[config.mk]
export PLATFORM = sky130hd
export DESIGN_NAME = vga_word_prefetch
export DESIGN_NICKNAME = d
export VERILOG_FILES = /design/src/rtl/vga_word_prefetch.sv
export SDC_FILE = /design/constraint.sdc
export NUM_CORES = 1
export LEC_CHECK = 0
export CORE_UTILIZATION = 40
export CTS_CLUSTER_SIZE = 30
export DETAILED_ROUTE_END_ITERATION = 8
export REMOVE_ABC_BUFFERS = 1
export SLEW_MARGIN = 20
export SYNTH_ARGS = -nofsm -noshare
export SYNTH_HDL_FRONTEND = slang
export SYNTH_SLANG_ARGS = --single-unit
[constraint.sdc]
create_clock -name clk -period 4.2 [get_ports clk]
set_clock_uncertainty 0.1 [all_clocks]
set_input_delay 0.84 -clock clk [delete_from_list [all_inputs] [get_ports clk]]
set_output_delay 0.84 -clock clk [all_outputs]
set_load 0.005 [all_outputs]
[src/rtl/vga_word_prefetch.sv]
// vga_word_prefetch: double-buffered SRAM word fetcher serving VGA pixels from cur/next word registers
module vga_word_prefetch #(
  parameter int ADDR_W = 32,
  parameter logic [ADDR_W-1:0] BASE_ADDR = '0,
  parameter int CNT_W = 16
) (
  input  logic              clk,
  input  logic              nrst,
  input  logic [1:0]        vga_state,
  input  logic              vga_data_en,
  input  logic [ADDR_W-1:0] vga_word_addr,
  input  logic [4:0]        vga_bit_idx,
  output logic              pixel_data,
  output logic              sram_req,
  output logic [ADDR_W-1:0] sram_addr,
  output logic [3:0]        sram_byte_sel,
  input  logic [31:0]       sram_rdata,
  input  logic              sram_busy,
  output logic              underrun,
  output logic [CNT_W-1:0]  underrun_cnt
);
  typedef enum logic [1:0] {IDLE, REQ_DEM, REQ_PRE} state_t;
  state_t state, state_nx;
  logic [31:0] cur_word, next_word;
  logic [ADDR_W-1:0] cur_tag, next_tag, addr_nx;
  logic cur_v, next_v, flush_pend;
  logic hit_c, hit_n, miss, promote, accept, discard, flush;
  assign hit_c = cur_v && cur_tag == vga_word_addr;
  assign hit_n = next_v && next_tag == vga_word_addr;
  assign miss = vga_data_en && !hit_c && !hit_n;
  assign promote = vga_data_en && hit_n && !hit_c;
  assign flush = vga_state == 2'b00;
  assign accept = state != IDLE && !sram_busy;
  assign discard = flush_pend || flush;
  assign pixel_data = vga_data_en && (hit_c ? cur_word[vga_bit_idx] : (hit_n && next_word[vga_bit_idx]));
  assign sram_req = state != IDLE;
  assign sram_byte_sel = sram_req ? 4'hF : 4'h0;
  always_ff @(posedge clk or negedge nrst)
    if (!nrst) state <= IDLE;
    else state <= state_nx;
  always_comb begin
    state_nx = state;
    addr_nx = sram_addr;
    if (state == IDLE) begin
      if (flush) state_nx = IDLE;
      else if (miss) begin
        state_nx = REQ_DEM;
        addr_nx = vga_word_addr;
      end else if (vga_state == 2'b01 && !cur_v) begin
        state_nx = REQ_DEM;
        addr_nx = BASE_ADDR;
      end else if (vga_state == 2'b10 && hit_c && !next_v) begin
        state_nx = REQ_PRE;
        addr_nx = vga_word_addr + ADDR_W'(1);
      end
    end else if (!sram_busy) state_nx = IDLE;
  end
  always_ff @(posedge clk or negedge nrst)
    if (!nrst) begin
      sram_addr <= '0;
      cur_word <= '0;
      next_word <= '0;
      cur_tag <= '0;
      next_tag <= '0;
      cur_v <= 1'b0;
      next_v <= 1'b0;
      flush_pend <= 1'b0;
      underrun <= 1'b0;
      underrun_cnt <= '0;
    end else begin
      sram_addr <= addr_nx;
      if (miss) underrun <= 1'b1;
      if (miss && !(&underrun_cnt)) underrun_cnt <= underrun_cnt + CNT_W'(1);
      if (promote) begin
        cur_word <= next_word;
        cur_tag <= next_tag;
        cur_v <= 1'b1;
        next_v <= 1'b0;
      end
      if (state != IDLE && flush) flush_pend <= 1'b1;
      if (accept) begin
        flush_pend <= 1'b0;
        if (discard) begin
          cur_v <= 1'b0;
          next_v <= 1'b0;
        end else if (state == REQ_DEM) begin
          cur_word <= sram_rdata;
          cur_tag <= sram_addr;
          cur_v <= 1'b1;
        end else begin
          next_word <= sram_rdata;
          next_tag <= sram_addr;
          next_v <= 1'b1;
        end
      end
      if (state == IDLE && flush) begin
        cur_v <= 1'b0;
        next_v <= 1'b0;
      end
    end
endmodule

== Word-level counts from Yosys, hierarchy flattened ==
Cells that the tools add are included.
Widths: inputs -> output; s select.

* Register bits: 182
* Input port bits: 75
* Output and inout bits: 55
* Word-level logic and storage cells: 90

* Add/subtract/negate cells: 2
* $lt $le $gt $ge: 1
* Eq/ne operators: 7
* Muxes and demuxes: 35
* Bitwise gates (word level): 3
* Reduce and logical (&&, ||, !) cells: 31

{| class="wikitable"
|+ Operators by type and width
! cell !! count
|-
| $mux 32 || 11
|-
| $eq 32x32->1 || 2
|-
| $add 32x1->32 const B || 1
|-
| $add 16x1->16 const B || 1
|-
| $reduce_and 16->1 || 1
|-
| $logic_and 1x1->1 || 15
|-
| $mux 1 || 15
|-
| $mux 2 || 6
|-
| $bmux 1 s5 || 2
|-
| $logic_not 1->1 || 6
|-
| $lt 5x6->1 const B || 1
|-
| $reduce_and 3->1 || 2
|-
| $ne 5x3->1 const B || 1
|-
| $eq 2x1->1 const B || 2
|-
| $logic_not 2->1 || 2
|-
| $mux 4 || 1
|-
| $reduce_bool 2->1 || 2
|-
| $not 1->1 || 3
|-
| $reduce_bool 3->1 || 1
|-
| $eq 2x2->1 const B || 1
|-
| $ne 2x1->1 const B || 1
|-
| $reduce_and 2->1 || 1
|-
| $logic_or 1x1->1 || 1
|}

== Logic depth before layout (Yosys ltp) ==
Gate-level depths: netlist (run 1).

* Depth after elaboration: 9
* Depth in mapped cells: 11
* Gate-level depth less buffers: 8

== Least setup slack after synthesis (run 1) ==
OpenSTA, ideal clock, no wires.

* Path type: in2out
* Start point: input port vga_bit_idx[0]
* End point: output port pixel_data
* Arrival time: 2.979 ns
* Data required time: 3.260 ns
* Setup slack: 0.281 ns
* Cell stages on the path: 7
* Path buffers: 2
* Cells stage by stage: clkbuf_1 buf_2 mux4_2 mux4_2 mux2_2 a21oi_1 nor2_1

* Word-level cells in the longest chain between the ends: 5
* Elaborated cells on any way between the ends: 7
* Classes of those cells: 5 x mux; 2 x reduce/logical

{| class="wikitable"
|+ Ends and longest elaborated chain
! item !! line !! RTL
|-
| start, declared || 12 || <nowiki>input logic [4:0] vga_bit_idx,</nowiki>
|-
| $bmux 1 s5 || 35 || <nowiki>assign pixel_data = vga_data_en && (hit_c ? cur_word[vga_bit_idx] : (hit_n && next_word[vga_bit_idx]));</nowiki>
|-
| $mux 1 (not written as such) || 35 ||
|-
| $logic_and 1x1->1 || 35 ||
|-
| $mux 1 * || 35 ||
|-
| $logic_and 1x1->1 * || 35 ||
|-
| end, declared || 13 || <nowiki>output logic pixel_data,</nowiki>
|}

Mark *: on every way between the ends. The rest lies on a longest branch, timed or not. The select of a mux whose other input is x is not followed.

== Worst setup path after layout (run 1) ==
* Start point: input port vga_word_addr[10]
* End point: output port pixel_data

* Word-level cells in the longest chain between the ends: 5
* Elaborated cells on any way between the ends: 7
* Classes of those cells: 2 x eq/ne; 1 x mux; 4 x reduce/logical

{| class="wikitable"
|+ Ends and longest elaborated chain
! item !! line !! RTL
|-
| start, declared || 11 || <nowiki>input logic [ADDR_W-1:0] vga_word_addr,</nowiki>
|-
| $eq 32x32->1 || 29 || <nowiki>assign hit_n = next_v && next_tag == vga_word_addr;</nowiki>
|-
| $logic_and 1x1->1 || 29 ||
|-
| $logic_and 1x1->1 || 35 ||
|-
| $mux 1 * || 35 ||
|-
| $logic_and 1x1->1 * || 35 ||
|}

Mark *: on every way between the ends. The rest lies on a longest branch, timed or not.

==> results of run 1 <==
[worst min-delay path by stage]
stage,to,slack [ns],cells after the start
6_report,underrun_cnt[3],0.34,1
4_1_cts,underrun_cnt[3],0.38,1
2_1_floorplan,state[0],0.36,2
3_5_place_dp,underrun,0.37,1
3_3_place_gp,underrun,0.37,1
5_1_grt,underrun_cnt[3],0.41,1
[through the flow]
stage / setup slack, ns / instance area [um^2] / hold slack [ns]
final: 0.0679 / 13300 / 0.336
after global routing: 0.00237 / 13300 / 0.412
after CTS: 0.00359 / 13200 / 0.378
after detailed placement: -0.432 / 12500 / 0.367
after global placement: -0.404 / 12500 / 0.366
after floorplan: -2.14 / 9690 / 0.359
[logic make-up after synthesis]
kind of cell / Yosys count / synth area share
and+or+nand+nor: 263 / 0.129
DFF: 182 / 0.452
muxes: 154 / 0.186
buffers and inverters: 82 / 0.0435
adders and majority gates: 2 / 0.00248
AOI/OAI and AO/OA: 183 / 0.116
xor gates and xnor gates: 79 / 0.0709
[worst max-delay path, delay by kind of cell]
kind / cells / cell delay, ns
xor gates and xnor gates: 1 / 0.24
and+or+nand+nor: 5 / 0.92
buffers and inverters: 4 / 1.08
AOI/OAI and AO/OA: 1 / 0.12
[area by class of cell]
cell class | count | area share
multi-input combinational | 681 | 0.398
sequential | 182 | 0.343
timing repair buffer | 252 | 0.180
clock buffer | 20 | 0.0329
tap | 324 | 0.0305
clock inverter | 12 | 0.0125
inverter | 14 | 0.00395
[registers in the layout, indices dropped and copies added, names as in the netlist, 2 cells and up]
register / count
cur_word: 32
next_word: 32
underrun_cnt: 16
next_tag: 32
cur_tag: 32
sram_addr: 32
state: 2
[synth_stat cells, types with 16 or more instances]
master | count | area [um^2]
nand2_1 | 106 | 398
buf_2 | 17 | 85.1
clkbuf_1 | 32 | 120
o21ai_0 | 34 | 170
nor4_1 | 16 | 100
a21oi_1 | 20 | 100
nor2_1 | 28 | 105
mux2_2 | 69 | 777
o21ai_1 | 52 | 260
mux2i_1 | 65 | 651
nand4_1 | 25 | 156
dfrtp_1 | 182 | 4550
mux4_2 | 20 | 450
xor2_1 | 38 | 333
nor3_1 | 30 | 150
xnor2_1 | 38 | 333
nand3_1 | 23 | 115
[per-layer routing]
metal  track usage  part of all wire  up-vias
li1              -                 -     3861
met1         0.353              0.46     4146
met2         0.371              0.45      331
met3        0.0504             0.071       51
met4        0.0823             0.023        0
met5             0                 0        -
[power by group]
group          internal [W]  switching [W]  total [W]
Clock              0.000949       0.000749    0.00170
Combinational       0.00115       0.000892    0.00204
Sequential          0.00221       0.000442    0.00265
Total               0.00431        0.00208    0.00639
[repair_timing]
item | in CTS | in global routing
cloned | 1 | 0
pin swaps | 4 | 7
endpoints found under the hold margin | 0 | 0
setup endpoints to repair | 1 | 1
gates resized for setup | 18 | 17
==> impl_metrics.csv, run 1 <==
group,metric,value,unit
floorplan,pin_count,130,
cts,root_buffer,"clkbuf_16",
floorplan,rows,57,
placement,place_congestion,0.986,
worst_setup_path,r2r_start,"next_tag[3]",
worst_setup_path,cp_max_fo,6,
sta,min_period,4.13,ns
routing,drc,0,
min_path,hold_class,"input pin to asynchronous set/reset pin",
worst_setup_path,r2r_end,"sram_addr[14]",
worst_setup_path,cp_slowest_cell,"or4_4",
layout,nNetsFinal,1225,
floorplan,die_width,161,um
worst_setup_path,slowest_delay,0.55,ns
sta,fmax,242,MHz
grt,grt_pass1_wl,48800,um
synth,synthArstFlopShare,1.00,
routing,ant_nets,0,
worst_setup_path,crit_end,"pixel_data",
grt,grt_max_degree,87,
cts,cts_buffers,17,
synth,synth_seq_cells,182,
sta,final_max_slew_viol_count,0,
cts,ctsHoldBuffers,0,
worst_setup_path,crit_top_cell,"buf_4",
worst_setup_path,worstSetupStartpointType,"input pin",
layout,syn2layout_area_growth,31.9,%
cts,path_clk_slew,0.07,ns
placement,portBuffers,129,
floorplan,die_y,161,um
worst_setup_path,reg2reg_depth,9,
synth,yosysWarnings,0,
sta,post-route-period-util,0.984,
floorplan,dieArea,0.0258,mm^2
grt,grt_remaining_overflow,0,
synth,synth-edff-count,0,
worst_setup_path,worstSetupPathType,"input pin to output port",
worst_setup_path,rrSetupSlack,0.97,ns
routing,routed_via_density,5.65,
grt,antenna_found_initial,0,
synth,synth-seq-area-share,0.452,
layout,fill_cells,2168,
layout,layout_commonest_cell,"dfrtp_1",
pwr,vdd.ir_drop.worst,0.251,mV
worst_setup_path,crit_start,"vga_word_addr[10]",
cts,cts_sinks,182,
layout,multi_input_area,0.00529,mm^2
cts,insertion_delay,0.44,ns
layout,final_cells,1485,
pwr,power.density,481,mW/mm^2
sta,rsz0062_at_grt,"false",
worst_setup_path,crit_chain,"clkdlybuf4s50_1 -> buf_4 -> xnor2_2 -> nand2_1 -> or4_4 -> nor3_2 -> buf_4 -> nor3_4 -> a21oi_2 -> nor2_2 -> dlygate4sd2_1",
routing,totalWireLength,30700,um
grt,grt_pass1_vias,8352,
layout,ff_latch_area,0.00455,mm^2
sta,worstMarginPinSlew,0.745,ns
grt,track_usage,0.246,
layout,final_cell_mix,"182 x dfrtp_1, 121 x clkdlybuf4s50_1, 110 x buf_4, 106 x nand2_1, 69 x mux2_2",
layout,num_antenna_cells,0,
worst_setup_path,end_kind,"output port",
layout,drive_above_1_share,0.248,
synth,syn_area,0.0101,mm^2
placement,dp_hpwl,22300,um
worst_setup_path,required,3.26,ns
sta,slew_headroom,0.503,
pwr,p_leak,5.56,nW
synth,yosys_most_used_dff,"dfrtp_1",
pwr,power,0.00639,W
worst_setup_path,crit_arrival,3.19,ns
synth,ys_types,63,
placement,dp_cells,1452,
cts,cts_buffer_depth,2,
floorplan,coreArea,0.0245,mm^2
routing,dr.pass1.iters,5,
cts,htree_levels,4,
layout,utilization,0.542,
routing,drt-wirelength-per-cell,20.6,um
synth,syn_avg_cell_area,10.7,um^2
sta,hold_viol,0,
routing,vias,8389,
routing,drt_iter0_drc,716,
sta,tns,0,ns
cts,cts_tree,"yes",
floorplan,start_util,0.411,
sta,final-setup-viol-count,0,
synth,syn_inst,945,
run_status,status,"completed",
cts,cts_setup_buffers,0,
run,max_cap_viol_count,0,
No activity file was read; power rests on OpenSTA's default activity.
==> run 2, diff against run 1 <==
--- a/config.mk
+++ b/config.mk
@@ -5,11 +5,13 @@
 export SDC_FILE = /design/constraint.sdc
 export NUM_CORES = 1
 export LEC_CHECK = 0
-export CORE_UTILIZATION = 40
+export CORE_UTILIZATION = 56
 export CTS_CLUSTER_SIZE = 30
 export DETAILED_ROUTE_END_ITERATION = 8
+export PLACE_DENSITY = 0.81
 export REMOVE_ABC_BUFFERS = 1
 export SLEW_MARGIN = 20
 export SYNTH_ARGS = -nofsm -noshare
 export SYNTH_HDL_FRONTEND = slang
 export SYNTH_SLANG_ARGS = --single-unit
+export TNS_END_PERCENT = 30
==> impl_metrics.csv, run 2 (synthesis gave the netlist of run 1 again) <==
group,metric,value,unit
layout,num_antenna_cells,0,
worst_setup_path,crit_end,"pixel_data",
placement,dp_cells,1349,
routing,drt_iter0_drc,1040,
pwr,p_sw,0.00214,W
placement,placed_cell_area,0.0123,mm^2
sta,fmax,242,MHz
cts,root_buffer,"clkbuf_16",
routing,routed_via_density,6.37,
layout,drive_above_1_share,0.244,
placement,portBuffers,129,
floorplan,pin_count,130,
worst_setup_path,crit_start,"vga_word_addr[11]",
worst_setup_path,r2r_end,"cur_tag[12]",
pwr,vdd.ir_drop.worst,0.463,mV
worst_setup_path,worstSetupStartpointType,"input pin",
sta,slew_headroom,0.465,
layout,syn2layout_area_growth,29.7,%
cts,cts_sinks,182,
floorplan,start_util,0.578,
pwr,power_frac_seq,0.418,
layout,nNetsFinal,1224,
placement,place_congestion,0.995,
cts,cts_buffers,17,
pwr,comb_power_share,0.324,
cts,htree_levels,4,
routing,vias,8823,
sta,final_max_slew_viol_count,0,
worst_setup_path,rrSetupSlack,0.99,ns
grt,antenna_found_initial,0,
cts,cts_buffer_depth,2,
pwr,p_int,0.00422,W
cts,cts_tree,"yes",
grt,grt_pass1_vias,8614,
placement,dp_hpwl,21500,um
pwr,power.density,487,mW/mm^2
grt,grt_pass1_wl,48100,um
run,max_cap_viol_count,0,
worst_setup_path,end_kind,"output port",
sta,min_period,4.13,ns
worst_setup_path,worstSetupPathType,"input pin to output port",
cts,ctsHoldBuffers,0,
pwr,swShare,0.336,
grt,grt_max_degree,84,
cts,insertion_delay,0.44,ns
sta,rsz0062_at_grt,"false",
pwr,pwr-share-clk,0.258,
cts,path_clk_slew,0.07,ns
worst_setup_path,crit_arrival,3.19,ns
routing,dr.pass1.iters,7,
layout,final_cells,1385,
floorplan,coreArea,0.0174,mm^2
grt,grt_remaining_overflow,0,
pwr,p_leak,5.57,nW
layout,fill_cells,1187,
sta,worstMarginPinSlew,0.802,ns
routing,ant_nets,0,
floorplan,dieArea,0.0185,mm^2
sta,hold_viol,0,
worst_setup_path,cp_max_fo,4,
layout,final_cell_mix,"182 x dfrtp_1, 116 x clkdlybuf4s50_1, 111 x buf_4, 106 x nand2_1, 69 x mux2_2",
worst_setup_path,r2r_start,"next_tag[3]",
worst_setup_path,reg2reg_depth,9,
floorplan,die_width,136,um
layout,layout_commonest_cell,"dfrtp_1",
routing,drc,0,
routing,drt-wirelength-per-cell,22.5,um
sta,final-setup-viol-count,0,
routing,totalWireLength,31100,um
min_path,hold_class,"input pin to asynchronous set/reset pin",
floorplan,rows,48,
floorplan,die_y,136,um
layout,final_area,0.0131,mm^2
grt,track_usage,0.345,
run_status,status,"completed",
sta,post-route-period-util,0.983,
worst_setup_path,required,3.26,ns
[run 2: cell types whose count changed in the layout (fill, tap and decap cells not counted), moves of 2 or more]
cell / before / now
clkdlybuf4s50_1: 121 / 116
buf_12: 12 / 8
inv_8: 0 / 4
buf_6: 0 / 3
clkbuf_1: 3 / 0
clkinv_4: 3 / 0
dlygate4sd2_1: 4 / 7
dlymetal6s2s_1: 2 / 5
bufinv_16: 3 / 1
xnor2_1: 27 / 29
xnor2_4: 3 / 1
[run 2: cell type report]
type	count	area, um^2	area share
Tap cell	225	282	0.0215
Clock buffer	18	439	0.0336
Clock inverter	14	158	0.0121
Inverter	14	52.6	0.00402
Timing Repair Buffer	251	2340	0.179
Sequential cell	182	4550	0.349
Multi-Input combinational cell	681	5230	0.401
[run 2: worst min path at each step]
stage,from,to,depth (start not counted)
after detailed placement,underrun,underrun,1
after global routing,nrst,cur_tag[31],1
after floorplan,state[0],state[0],2
after global placement,underrun,underrun,1
final,nrst,next_tag[31],1
after CTS,nrst,next_tag[20],1
[run 2: metrics by stage]
stage / setup TNS [ns] / total power, W / setup slack, ns / util / hold slack (ns)
6_report: 0 / 0.00636 / 0.0706 / 0.750 / 0.324
5_1_grt: 0 / 0.00663 / 0.00462 / 0.750 / 0.387
4_1_cts: 0 / 0.00629 / 0.0838 / 0.744 / 0.368
3_5_place_dp: -0.324 / 0.00461 / -0.293 / 0.705 / 0.368
3_3_place_gp: -0.257 / 0.00455 / -0.257 / 0.705 / 0.355
2_1_floorplan: -137.94 / 0.00348 / -2.14 / - / 0.359
[run 2: critical path, cell delays in order]
cell	delay [ns]
clkdlybuf4s50_1	0.46
buf_4	0.19
xnor2_2	0.18
nand4_1	0.11
or4_4	0.58
nor3_4	0.20
buf_6	0.13
nor3_1	0.04
a21oi_1	0.11
nor2_1	0.07
dlygate4sd2_1	0.26
[run 2: timing repair]
action                     in CTS  in global routing
gates cloned                    1                  0
buffers inserted                1                  2
setup endpoints to repair       1                  1
resized for setup              16                 16
pin swaps                       7                  3
[run 2: power groups by stage]
stage	logic, W	registers [W]	clock network [W]
2_1_floorplan	0.000949	0.00253	0
3_5_place_dp	0.00197	0.00264	0
3_3_place_gp	0.00191	0.00264	0
5_1_grt	0.00220	0.00271	0.00172
6_report	0.00206	0.00266	0.00164
4_1_cts	0.00200	0.00264	0.00165
[run 2: per-layer routing]
metal  vias up  GRT usage  part of all wire
li1       3848          -                 -
met1      4364      0.472              0.41
met2       516      0.547              0.47
met3        95     0.0749             0.096
met4         0      0.110             0.029
met5         -          0                 0
==> run 3, diff against run 2 <==
--- a/config.mk
+++ b/config.mk
@@ -5,6 +5,8 @@
 export SDC_FILE = /design/constraint.sdc
 export NUM_CORES = 1
 export LEC_CHECK = 0
+export ABC_CLOCK_PERIOD_IN_PS = 4200
+export CORE_MARGIN = 2
 export CORE_UTILIZATION = 56
 export CTS_CLUSTER_SIZE = 30
 export DETAILED_ROUTE_END_ITERATION = 8
==> impl_metrics.csv, run 3 (synthesis gave the netlist of run 1 again) <==
group,metric,value,unit
run_status,status,"completed",
cts,ctsHoldBuffers,0,
floorplan,rows,49,
worst_setup_path,crit_chain,"clkdlybuf4s15_1 -> bufbuf_16 -> mux4_2 -> mux4_2 -> mux2_2 -> a21oi_1 -> nor2_1 -> dlygate4sd2_1",
floorplan,start_util,0.567,
layout,final_cells,1380,
pwr,power.density,487,mW/mm^2
sta,hold_viol,0,
cts,root_buffer,"clkbuf_16",
cts,cts_tree,"yes",
worst_setup_path,worstSetupPathType,"input pin to output port",
sta,final_max_slew_viol_count,0,
cts,cts_buffer_depth,2,
routing,routed_via_density,6.25,
grt,grt_pass1_vias,8685,
routing,drt_iter0_drc,957,
pwr,p_leak,5.47,nW
placement,dp_cells,1346,
layout,num_antenna_cells,0,
floorplan,die_y,138,um
floorplan,die_width,138,um
cts,htree_levels,4,
pwr,swShare,0.330,
pwr,pwr-share-clk,0.264,
worst_setup_path,crit_arrival,3.18,ns
worst_setup_path,crit_top_cell,"mux4_2",
routing,drt-wirelength-per-cell,21.7,um
worst_setup_path,cp_top_family,"multiplexers",
worst_setup_path,reg2reg_depth,10,
worst_setup_path,required,3.26,ns
worst_setup_path,r2r_start,"cur_tag[20]",
pwr,power,0.00631,W
pwr,vdd.ir_drop.worst,0.308,mV
layout,final_cell_mix,"182 x dfrtp_1, 124 x clkdlybuf4s50_1, 106 x nand2_1, 103 x buf_4, 69 x mux2_2",
sta,tns,0,ns
sta,holdWs,0.277,ns
sta,slew_headroom,0.395,
min_path,hold_class,"input pin to asynchronous set/reset pin",
worst_setup_path,worstSetupStartpointType,"input pin",
worst_setup_path,worst-path-buf-inv,3,
cts,insertion_delay,0.44,ns
routing,totalWireLength,29900,um
layout,syn2layout_area_growth,28.7,%
worst_setup_path,slowest_delay,0.49,ns
worst_setup_path,cp_max_fo,8,
routing,dr.pass1.iters,6,
placement,portBuffers,129,
sta,final-setup-viol-count,0,
sta,worstMarginPinSlew,0.904,ns
floorplan,pin_count,130,
layout,nNetsFinal,1215,
pwr,power_frac_seq,0.418,
sta,min_period,4.12,ns
grt,antenna_found_initial,3,
layout,multi_input_area,0.00517,mm^2
sta,post-route-period-util,0.981,
placement,place_congestion,0.979,
run,max_cap_viol_count,0,
floorplan,dieArea,0.0191,mm^2
placement,dp_hpwl,21300,um
routing,vias,8623,
layout,drive_above_1_share,0.232,
layout,layout_commonest_cell,"dfrtp_1",
grt,track_usage,0.318,
cts,cts_sinks,182,
worst_setup_path,rrSetupSlack,1.06,ns
layout,ff_latch_area,0.00455,mm^2
pwr,p_int,0.00423,W
cts,path_clk_slew,0.08,ns
grt,grt_pass1_wl,48200,um
grt,grt_max_degree,77,
routing,drc,0,
cts,cts_buffers,17,
layout,fill_cells,1231,
pwr,p_sw,0.00208,W
pwr,comb_power_share,0.318,
sta,rsz0062_at_grt,"false",
grt,grt_remaining_overflow,0,
worst_setup_path,r2r_end,"sram_addr[29]",
floorplan,coreArea,0.0178,mm^2
routing,ant_nets,0,
worst_setup_path,cp_slowest_cell,"mux4_2",
sta,fmax,243,MHz
worst_setup_path,end_kind,"output port",
-- run 3: worst max path at each step --
stage / start / endpoint / slack, ns / cells after the start
finish: vga_bit_idx[0] / pixel_data / 0.08 / 8
global route: vga_word_addr[5] / pixel_data / 0.003 / 11
CTS: vga_word_addr[5] / pixel_data / 0.04 / 11
detailed placement: vga_bit_idx[0] / pixel_data / -0.22 / 8
global placement: vga_word_addr[27] / pixel_data / -0.24 / 9
floorplan: vga_word_addr[8] / cur_tag[0] / -2.14 / 7
-- run 3: metrics by stage --
stage | instance area [um^2] | utilization | setup slack, ns
6_report | 13000 | 0.729 | 0.0787
5_1_grt | 13000 | 0.729 | 0.00252
4_1_cts | 12900 | 0.725 | 0.0372
3_5_place_dp | 12200 | 0.688 | -0.221
3_3_place_gp | 12200 | 0.688 | -0.243
2_1_floorplan | 9690 | - | -2.14
-- run 3: power by group through the flow --
stage	Sequential, W	Combinational (W)	Clock (W)
6_report	0.00263	0.00201	0.00167
5_1_grt	0.00269	0.00216	0.00175
4_1_cts	0.00262	0.00197	0.00168
3_5_place_dp	0.00264	0.00194	0
3_3_place_gp	0.00263	0.00188	0
2_1_floorplan	0.00253	0.000949	0
-- run 3: layout make-up --
cell class / instances / share of cell area
timing repair buffer: 242 / 0.176
clock inverter: 15 / 0.0148
sequential: 182 / 0.351
clock buffer: 17 / 0.0328
tap: 229 / 0.0221
multi-input combinational: 681 / 0.399
inverter: 14 / 0.00405
-- run 3: layer usage --
| layer | track usage | part of all wire | up-vias |
|---|---|---|---|
| met5 | 0 | 0.00087 | - |
| met4 | 0.0983 | 0.029 | 4 |
| met3 | 0.0672 | 0.077 | 84 |
| met2 | 0.510 | 0.47 | 423 |
| met1 | 0.439 | 0.42 | 4262 |
| li1 | - | - | 3850 |
-- run 3: what timing repair did --
item / 4_1_cts / 5_1_grt
cloned: 1 / 0
pin swaps: 1 / 2
buffers inserted: 1 / 0
resized for setup: 3 / 11
setup endpoints to repair: 1 / 1
